**config.mk**
```make
export PLATFORM = sky130hd
export DESIGN_NAME = load_unit_flat
export DESIGN_NICKNAME = d
export VERILOG_FILES = /design/src/rtl/load_store_pkg.sv /design/src/rtl/load_unit_if.sv /design/src/rtl/load_extract.sv /design/src/rtl/load_unit.sv /design/src/flat_wrapper.sv
export SDC_FILE = /design/constraint.sdc
export NUM_CORES = 1
export LEC_CHECK = 0
export CELL_PAD_IN_SITES_DETAIL_PLACEMENT = 1
export CELL_PAD_IN_SITES_GLOBAL_PLACEMENT = 2
export CORE_MARGIN = 5
export CORE_UTILIZATION = 39
export DETAILED_ROUTE_END_ITERATION = 12
export DONT_BUFFER_PORTS = 1
export PLACE_DENSITY = 0.83
export SLEW_MARGIN = 30
export SYNTH_ARGS = -nofsm -noshare
export SYNTH_HDL_FRONTEND = slang
export SYNTH_SLANG_ARGS = --single-unit
```
**constraint.sdc**
```tcl
create_clock -name clk -period 2.28 [get_ports clk]
set_clock_uncertainty 0.15 [all_clocks]
set_input_delay 0 -clock clk [delete_from_list [all_inputs] [get_ports clk]]
set_output_delay 0 -clock clk [all_outputs]
set_load 0.01 [all_outputs]
```
**src/rtl/load_store_pkg.sv**
```systemverilog
// Shared types for the load path: funct3 encodings, load control word, FSM states.
package load_store_pkg;

  localparam int unsigned XLEN   = 32;
  localparam int unsigned F3_W   = 3;
  localparam int unsigned LANE_W = 2;
  localparam int unsigned RD_W   = 5;

  localparam logic [F3_W-1:0] F3_LB  = 3'b000;
  localparam logic [F3_W-1:0] F3_LH  = 3'b001;
  localparam logic [F3_W-1:0] F3_LW  = 3'b010;
  localparam logic [F3_W-1:0] F3_LBU = 3'b100;
  localparam logic [F3_W-1:0] F3_LHU = 3'b101;

  typedef enum logic [1:0] {
    S_IDLE,
    S_REQ,
    S_WAIT,
    S_RESP
  } l_state_t;

  // Load control: funct3 plus the byte lane, laid out like the store control word.
  typedef struct packed {
    logic [F3_W-1:0]   funct3;
    logic [LANE_W-1:0] lane;
  } l_ctrl_t;

  // High for an illegal funct3 or a misaligned half/word access.
  function automatic logic ctrl_err(input l_ctrl_t c);
    case (c.funct3)
      F3_LB, F3_LBU: return 1'b0;
      F3_LH, F3_LHU: return c.lane[0];
      F3_LW:         return c.lane != LANE_W'(0);
      default:       return 1'b1;
    endcase
  endfunction

endpackage

```
**src/rtl/load_unit_if.sv**
```systemverilog
// Load unit bus bundle: request, data-memory read and writeback channels.
// Modports: slave = load unit, master = core/memory side driving it.
interface load_unit_if;
  import load_store_pkg::*;

  logic                req_valid;
  logic                req_ready;
  logic [F3_W-1:0]     req_funct3;
  logic [XLEN-1:0]     req_addr;
  logic [RD_W-1:0]     req_rd;

  logic                mem_req_valid;
  logic                mem_req_ready;
  logic [XLEN-1:0]     mem_addr;
  logic                mem_rvalid;
  logic [XLEN-1:0]     mem_rdata;

  logic                wb_valid;
  logic                wb_ready;
  logic [XLEN-1:0]     wb_data;
  logic [RD_W-1:0]     wb_rd;
  logic                wb_err;

  modport slave (
    input  req_valid, req_funct3, req_addr, req_rd,
    input  mem_req_ready, mem_rvalid, mem_rdata,
    input  wb_ready,
    output req_ready, mem_req_valid, mem_addr,
    output wb_valid, wb_data, wb_rd, wb_err
  );

  modport master (
    output req_valid, req_funct3, req_addr, req_rd,
    output mem_req_ready, mem_rvalid, mem_rdata,
    output wb_ready,
    input  req_ready, mem_req_valid, mem_addr,
    input  wb_valid, wb_data, wb_rd, wb_err
  );

endinterface

```
**src/rtl/load_extract.sv**
```systemverilog
// Combinational byte/half/word selection with sign or zero extension.
// Ports: funct3 (load type), lane (addr[1:0]), rdata (read word), data_c (result).
module load_extract
  import load_store_pkg::*;
(
  input  logic [F3_W-1:0]   funct3,
  input  logic [LANE_W-1:0] lane,
  input  logic [XLEN-1:0]   rdata,
  output logic [XLEN-1:0]   data_c
);

  logic [7:0]  byte_sel;
  logic [15:0] half_sel;

  always_comb begin
    byte_sel = 8'h00;
    case (lane)
      2'd0:    byte_sel = rdata[7:0];
      2'd1:    byte_sel = rdata[15:8];
      2'd2:    byte_sel = rdata[23:16];
      default: byte_sel = rdata[31:24];
    endcase
    half_sel = lane[1] ? rdata[31:16] : rdata[15:0];

    data_c = '0;
    case (funct3)
      F3_LB:   data_c = {{(XLEN-8){byte_sel[7]}}, byte_sel};
      F3_LBU:  data_c = {{(XLEN-8){1'b0}}, byte_sel};
      F3_LH:   data_c = {{(XLEN-16){half_sel[15]}}, half_sel};
      F3_LHU:  data_c = {{(XLEN-16){1'b0}}, half_sel};
      F3_LW:   data_c = rdata;
      default: data_c = '0;
    endcase
  end

endmodule

```
**src/rtl/load_unit.sv**
```systemverilog
// Sequential load path: checks alignment, issues a word read, extracts and
// extends the addressed data, returns it through a valid/ready writeback port.
// Ports: clk, rst_n (async active-low), bus (load_unit_if.slave: req/mem/wb).
// Optional LOAD_TIMEOUT_EN: WAIT aborts with wb_err after TIMEOUT_CYCLES and
// the orphaned read response is later dropped.
module load_unit
  import load_store_pkg::*;
#(
  parameter int unsigned TIMEOUT_CYCLES = 16,
  parameter int unsigned TMO_W          = $clog2(TIMEOUT_CYCLES + 1)
) (
  input  logic       clk,
  input  logic       rst_n,
  load_unit_if.slave bus
);

  l_state_t        state, state_n;
  l_ctrl_t         ctrl_in, ctrl_q;
  logic            accept, req_err, data_done, tmo_fire;
  logic            rsp_take, tmo_hit;
  logic [XLEN-1:0] ext_data_c;

  load_extract u_extract (
    .funct3 (ctrl_q.funct3),
    .lane   (ctrl_q.lane),
    .rdata  (bus.mem_rdata),
    .data_c (ext_data_c)
  );

`ifdef LOAD_TIMEOUT_EN
  logic             stale_q;
  logic [TMO_W-1:0] tmo_cnt;

  // A response owed to a timed-out load must not complete a later one.
  assign rsp_take = bus.mem_rvalid && !stale_q;
  assign tmo_hit  = (tmo_cnt == TMO_W'(TIMEOUT_CYCLES - 1));

  // Timeout counter and stale-response flag.
  always_ff @(posedge clk or negedge rst_n) begin
    if (!rst_n) begin
      tmo_cnt <= '0;
      stale_q <= 1'b0;
    end else begin
      if (state_n == S_WAIT && state != S_WAIT) begin
        tmo_cnt <= '0;
      end else if (state == S_WAIT && !rsp_take) begin
        tmo_cnt <= tmo_cnt + TMO_W'(1);
      end
      if (tmo_fire) begin
        stale_q <= 1'b1;
      end else if (bus.mem_rvalid && stale_q) begin
        stale_q <= 1'b0;
      end
    end
  end
`else
  logic tmo_unused;

  assign rsp_take   = bus.mem_rvalid;
  assign tmo_hit    = 1'b0;
  assign tmo_unused = |TMO_W'(TIMEOUT_CYCLES);
`endif

  // State register.
  always_ff @(posedge clk or negedge rst_n) begin
    if (!rst_n) state <= S_IDLE;
    else        state <= state_n;
  end

  // Next-state and transition strobes.
  always_comb begin
    state_n   = state;
    accept    = 1'b0;
    req_err   = 1'b0;
    data_done = 1'b0;
    tmo_fire  = 1'b0;
    ctrl_in   = '{funct3: bus.req_funct3, lane: bus.req_addr[LANE_W-1:0]};
    case (state)
      S_IDLE: begin
        if (bus.req_valid && bus.req_ready) begin
          accept  = 1'b1;
          req_err = ctrl_err(ctrl_in);
          state_n = req_err ? S_RESP : S_REQ;
        end
      end
      S_REQ: begin
        if (bus.mem_req_ready) state_n = S_WAIT;
      end
      S_WAIT: begin
        // Data beats a coincident timeout.
        if (rsp_take) begin
          data_done = 1'b1;
          state_n   = S_RESP;
        end else if (tmo_hit) begin
          tmo_fire = 1'b1;
          state_n  = S_RESP;
        end
      end
      S_RESP: begin
        if (bus.wb_ready) state_n = S_IDLE;
      end
      default: state_n = S_IDLE;
    endcase
  end

  // Registered outputs and captured request.
  always_ff @(posedge clk or negedge rst_n) begin
    if (!rst_n) begin
      bus.req_ready     <= 1'b1;
      bus.mem_req_valid <= 1'b0;
      bus.mem_addr      <= '0;
      bus.wb_valid      <= 1'b0;
      bus.wb_data       <= '0;
      bus.wb_rd         <= '0;
      bus.wb_err        <= 1'b0;
      ctrl_q            <= '0;
    end else begin
      bus.req_ready     <= (state_n == S_IDLE);
      bus.mem_req_valid <= (state_n == S_REQ);
      bus.wb_valid      <= (state_n == S_RESP);
      if (accept) begin
        ctrl_q    <= ctrl_in;
        bus.wb_rd <= bus.req_rd;
        if (req_err) begin
          bus.wb_err  <= 1'b1;
          bus.wb_data <= '0;
        end else begin
          bus.mem_addr <= {bus.req_addr[XLEN-1:LANE_W], LANE_W'(0)};
        end
      end
      if (data_done) begin
        bus.wb_data <= ext_data_c;
        bus.wb_err  <= 1'b0;
      end
      if (tmo_fire) begin
        bus.wb_data <= '0;
        bus.wb_err  <= 1'b1;
      end
    end
  end

endmodule

```
**src/flat_wrapper.sv**
```systemverilog
// flat-port wrapper written by rule: the top's interface ports become plain ports
module load_unit_flat import load_store_pkg::*;
#(
  parameter int unsigned TIMEOUT_CYCLES = 16,
  parameter int unsigned TMO_W          = $clog2(TIMEOUT_CYCLES + 1)
)
  (clk, rst_n, bus_req_valid, bus_req_funct3, bus_req_addr, bus_req_rd, bus_mem_req_ready, bus_mem_rvalid, bus_mem_rdata, bus_wb_ready, bus_req_ready, bus_mem_req_valid, bus_mem_addr, bus_wb_valid, bus_wb_data, bus_wb_rd, bus_wb_err);
  load_unit_if bus_i ();
  input  logic clk;
  input  logic rst_n;
  input wire logic [$bits(bus_i.req_valid)-1:0] bus_req_valid;
  input wire logic [$bits(bus_i.req_funct3)-1:0] bus_req_funct3;
  input wire logic [$bits(bus_i.req_addr)-1:0] bus_req_addr;
  input wire logic [$bits(bus_i.req_rd)-1:0] bus_req_rd;
  input wire logic [$bits(bus_i.mem_req_ready)-1:0] bus_mem_req_ready;
  input wire logic [$bits(bus_i.mem_rvalid)-1:0] bus_mem_rvalid;
  input wire logic [$bits(bus_i.mem_rdata)-1:0] bus_mem_rdata;
  input wire logic [$bits(bus_i.wb_ready)-1:0] bus_wb_ready;
  output wire logic [$bits(bus_i.req_ready)-1:0] bus_req_ready;
  output wire logic [$bits(bus_i.mem_req_valid)-1:0] bus_mem_req_valid;
  output wire logic [$bits(bus_i.mem_addr)-1:0] bus_mem_addr;
  output wire logic [$bits(bus_i.wb_valid)-1:0] bus_wb_valid;
  output wire logic [$bits(bus_i.wb_data)-1:0] bus_wb_data;
  output wire logic [$bits(bus_i.wb_rd)-1:0] bus_wb_rd;
  output wire logic [$bits(bus_i.wb_err)-1:0] bus_wb_err;
  assign bus_i.req_valid = bus_req_valid;
  assign bus_i.req_funct3 = bus_req_funct3;
  assign bus_i.req_addr = bus_req_addr;
  assign bus_i.req_rd = bus_req_rd;
  assign bus_i.mem_req_ready = bus_mem_req_ready;
  assign bus_i.mem_rvalid = bus_mem_rvalid;
  assign bus_i.mem_rdata = bus_mem_rdata;
  assign bus_i.wb_ready = bus_wb_ready;
  assign bus_req_ready = bus_i.req_ready;
  assign bus_mem_req_valid = bus_i.mem_req_valid;
  assign bus_mem_addr = bus_i.mem_addr;
  assign bus_wb_valid = bus_i.wb_valid;
  assign bus_wb_data = bus_i.wb_data;
  assign bus_wb_rd = bus_i.wb_rd;
  assign bus_wb_err = bus_i.wb_err;
  load_unit #(.TIMEOUT_CYCLES(TIMEOUT_CYCLES), .TMO_W(TMO_W)) u_core (.clk(clk), .rst_n(rst_n), .bus(bus_i));
endmodule
```
-- After elaboration in Yosys (flattened, before gate mapping)
Cells that the tools add are included.
- eq/ne operators: 15
- multiplexer cells: 24
- bitwise operators: 1
- reductions and logical operators: 13
- operator list (kind ; count):
    $pmux W32 S5 ; 1
    $mux W32 ; 3
    $pmux W8 S3 ; 1
    $mux W16 ; 1
    $eq A3 B3 Y1 const B ; 4
    $mux W1 ; 11
    $mux W2 ; 5
    $eq A2 B2 Y1 const B ; 4
    $pmux W2 S4 ; 1
    $eq A2 B1 Y1 const B ; 3
    $eq A3 B1 Y1 const B ; 2
    $eq A3 B2 Y1 const B ; 2
    $logic_not A2 Y1 ; 3
    $logic_not A3 Y1 ; 2
    $reduce_bool A2 Y1 ; 3
    $reduce_and A2 Y1 ; 2
    $reduce_or A2 Y1 ; 2
    $pmux W1 S3 ; 1
    $logic_and A1 B1 Y1 ; 1
    $not A1 Y1 ; 1
- register bits after elaboration: 78
- input bits: 78
- output and inout bits: 73
- word-level logic and storage cells: 63

-- Logic depth before layout (Yosys ltp)
- word-level depth: 10
- depth in mapped cells: 6

-- Hierarchy
Synthesis repeated with hierarchy kept, for this count alone.
- cells, all modules: 384
- area total of the unflattened synthesis: 4113.9 sq um
- modules (own cells, without submodules) (module ; instances ; cells each ; area an instance (sq um)):
    load_unit ; 1 ; 250 ; 3042.9
    load_extract ; 1 ; 134 ; 1071.0

-- Least setup slack after synthesis
Ideal clock, no wire load.
- path type: register to register
- start point: reg u_core.bus.req_ready
- end point: reg u_core.bus.wb_data[27]
- setup time: 126 ps
- arrival time: 1608 ps
- required time: 2004 ps
- slack: 396 ps
- cell stages (with the launch flop): 6
- buffers on the path: 1
- cell sequence: dfstp_2 and4bb_2 nor3b_4 nor2_1 buf_2 a221o_1
- longest elaborated chain between the ends: 5
- elaborated cells between the ends (all ways): 8
- RTL lines (item ; line ; source):
    start: declaration ; load_unit_if.sv:28 ; output req_ready, mem_req_valid, mem_addr,
    start signal: assignment ; load_unit.sv:118 ; bus.req_ready <= (state_n == S_IDLE);
    $logic_and A1 B1 Y1 (*) ; load_unit.sv:80 ; if (bus.req_valid && bus.req_ready) begin
    $mux W1 ; load_unit.sv:80 ;
    $mux W1 ; load_unit.sv:78 ; case (state)
    $reduce_bool A2 Y1 (no source line) ; -- ;
    $reduce_and A2 Y1 (no source line) (*) ; -- ;
    end signal: assignment ; load_unit.sv:132 ; bus.wb_data <= ext_data_c;
    end: declaration ; load_unit_if.sv:29 ; output wb_valid, wb_data, wb_rd, wb_err
Mark *: on every way between the ends. The rest lies on a longest branch, timed or not.
A chain may end at the register's enable or synchronous reset.

-- Worst setup path after layout
- start point: reg u_core.ctrl_q[0] (netlist name)
- end point: reg u_core.bus.wb_data[6]
- longest elaborated chain between the ends: 4
- elaborated cells between the ends (all ways): 6
- RTL lines (item ; line ; source):
    start: declaration ; load_unit.sv:18 ; l_ctrl_t ctrl_in, ctrl_q;
    start signal: assignment ; load_unit.sv:122 ; ctrl_q <= ctrl_in;
    $eq A2 B2 Y1, or another cell as far along ; load_extract.sv:17 ; case (lane)
    $pmux W8 S3 (*) ; load_extract.sv:17 ;
    $pmux W32 S5 (*) ; load_extract.sv:26 ; case (funct3)
    $mux W32 (*) ; load_unit.sv:131 ; if (data_done) begin
Marked as above.

==> metrics.txt <==
Non-Filler Instances=between 400 and 500; vias=2529; WL final=about 10000 µm; Crit path depth=4; outcome=complete, no violations; post-synth top area cell=dfrtp_1; synthesized flop and latch total=78; Pwr Density=1213 nW/µm²; Final Setup Violations=0; Area contributors post-synth=dfrtp_1 55%, mux2_2 12%, a221o_1 4.9%; Fin. Hold Viols=0; min-delay src=bus_req_funct3[0]; RSZ-0062 raised after global routing=no; synth warn=0; die area=10900 µm²; synthesized area=3476 µm²; I/O pin cnt=around 150; GP Congestion=about 0.77; critical path cell sequence=mux4_2, a221oi_2, dlygate4sd3_1, o2bb2ai_1; worst setup path end=u_core.bus.wb_data[6]; Comb pwr share=32.7%; slowest stage cell, crit path=dlygate4sd3_1; drt initial violations=71; Congestion Overflow GR=0; HPWL Detailed=roughly 6600 µm; CP Max Fanout=7; share of the synthesized area in the top cell type=55.44%; asr flop ratio synth=100.0%; Syn Inst Count=252; row count=34; WHS=0.02884 ns; Sequential Power Share=47.3%; leak pwr=2.014 nW; Worst Path Required=2.34 ns; Sw Share=36.68%; layout cells sized above 1=23.08%; core area=around 8700 µm²; first-pass GRT wire length=16300 µm; Bufs and invs on worst path=1; Final Core Density=53.00%; clock sink count=78; placed inst area=3578 µm²; final instance area=roughly 4600 µm²; DRT antenna net count=0; Clock Tree Buf Depth=2; CP startpoint kind=flop; Register-to-Register Path Depth=4; max-cap violation count=0; Max Clk Rate=0.4594 GHz; Int Power=3.549 mW; initial core utilization=approximately 40%; die width=104.4 µm; Crit Path Class=flop to flop; clk slew on worst S/H paths=0.08 ns; clk_lat worst skew=around 0.34 ns; worst-margin pin slew=between 0.6 and 0.7 ns; clock buffer count from CTS=9; Critical Path Start=u_core.ctrl_q[0]; Setup Fix Bufs, Post-CTS=0; DR WL/cell=22.63 µm; TritonCTS clock tree=done; register area share after synthesis=56.19%; Synth Flop Type=dfrtp_1; H-tree levels=3; Yosys cell types=43; r2r setup slk=0.10 ns; Reg-to-Reg End=u_core.bus.wb_data[6]; Sw Pwr=2.056 mW; drt via density=5.670; Hold Path Class=primary input to flop; I/O Buffers=0; largest net degree at the start of global routing=79; Critical Path AT=2.24 ns; vias in the first global route=2979; final period utilization=95.46%; Power Total=5.605 mW; Max IR drop VDD=0.0004611 V; slew margin rel.=58.52%; Post-Syn Area per Cell=13.79 µm²; initial antenna violation count=0; CP Capture Type=flop; NumNets Final=412; Clock Tree Root=clkbuf_8; All-Layer GR Usage=18.53%; FF-to-FF Start=u_core.ctrl_q[0]; DRT Pass-1 Iters=4; Final TNS setup=0 ns; pre-CTS WS=0.3281 ns; Min Clock Period, post-route=between 2 and 2.5 ns; number of synthesized flops with an enable pin=0; antenna fix cells=0; Residual DRC=0; die extent in y=104.4 µm; placed cells=351; Clk pwr share=between 20% and 30%; Layout area overhead=32.97%; Max stage delay on crit path=0.58 ns; family with the most delay on the worst path=buffers and inverters; Worst Setup Slack, final=0.1035 ns; Slew Viols, Final=0
layer usage:
layer / GRT usage (%) / share of wire [%] / up-vias / routed length (µm)
met5: 0 / 0 / - / 0
met4: 5.550 / 1.4 / 0 / 142
met3: 8.504 / 12 / 11 / 1167
met2: 30.77 / 49 / 131 / 4916
met1: 21.32 / 38 / 1260 / 3870
li1: - / - / 1127 / -
layout by cell type, fill, tap and decap left out, types with 3 or more instances in the layout:
cell type / synthesis / layout
dlygate4sd3_1: 0 / 79
dfrtp_1: 77 / 76
mux2_2: 38 / 38
a221o_1: 17 / 17
nand2_1: 10 / 10
clkbuf_8: 0 / 9
a21oi_1: 8 / 8
nor2_1: 8 / 7
mux2i_1: 7 / 7
o2bb2ai_1: 7 / 7
buf_4: 2 / 7
mux2_1: 6 / 6
o211ai_1: 5 / 5
a22o_1: 5 / 5
a32oi_1: 4 / 4
a21o_1: 4 / 4
a222oi_1: 4 / 4
and2_1: 3 / 3
state kept, by name (all words and copies together) (netlist names):
| signal | flops |
|---|---|
| u_core.bus.wb_data | 32 |
| u_core.bus.mem_addr | 30 |
| u_core.bus.wb_rd | 5 |
| u_core.ctrl_q | 5 |
| u_core.state | 2 |
| u_core.bus.mem_req_valid | 1 |
| u_core.bus.req_ready | 1 |
| u_core.bus.wb_err | 1 |
| u_core.bus.wb_valid | 1 |
logic make-up after synthesis:
kind of cell / synth area share (%)
compound gates: 15.05
buf+inv: 3.168
flops: 56.19
mux: 19.08
other cells: 0.1079
simple gates: 6.408
cell type report:
type / count / area (µm²)
flip-flops and latches: 78 / 1954
inverters: 2 / 7.507
clock inverters: 5 / 83.83
multi-input cells: 155 / 1431
clock buffers: 10 / 127.6
well taps: 108 / 135.1
repair buffers: 88 / 882.1
fillers: 854 / 4099
what timing repair did:
action / in CTS / in global routing
resized for setup: 0 / 4
setup endpoints to repair: 0 / 2
hold endpoints to repair: 156 / 0
hold buffers: 81 / 0
cell usage after synthesis (2+ instances only):
cell and n:
a221o_1 17, a32oi_1 4, o211ai_1 5, a221oi_1 3, o2bb2ai_1 7, buf_2 10
buf_4 2, mux2_2 38, dfrtp_1 77, mux2i_1 7, mux4_2 2, clkbuf_1 4
nor2b_1 2, a21oi_1 8, nand2_1 10, a222oi_1 4, a21o_1 4, o21ai_1 2
mux2_1 6, and2_1 3, buf_6 2, a22o_1 5, inv_1 2, nor2_1 8
mux4_1 2
power by group through the flow:
| stage | Sequential [mW] | Clock (mW) | Combinational (mW) |
|---|---|---|---|
| final | 2.65 | 1.12 | 1.83 |
| after CTS | 2.64 | 1.16 | 1.82 |
| after global placement | 2.65 | 0 | 1.52 |
| after detailed placement | 2.66 | 0 | 1.59 |
| after floorplan | 2.47 | 0 | 1.34 |
| after global routing | 2.73 | 1.22 | 2.01 |
worst min-delay path: cells and delay by family:
| family | cells | cell delay, ns |
|---|---|---|
| simple gates | 3 | 0.37 |
| compound gates | 1 | 0.10 |
worst min-delay path by stage:
stage	slack [ns]	depth (start not counted)	endpoint
5_1_grt	0.06	4	u_core.bus.wb_err
3_3_place_gp	-0.44	0	u_core.bus.wb_data[21]
6_report	0.03	4	u_core.bus.wb_err
2_1_floorplan	-0.45	0	u_core.bus.mem_addr[10]
3_5_place_dp	-0.44	0	u_core.bus.wb_data[21]
4_1_cts	0.01	4	u_core.bus.wb_err
(Power assumes the default switching activity.)
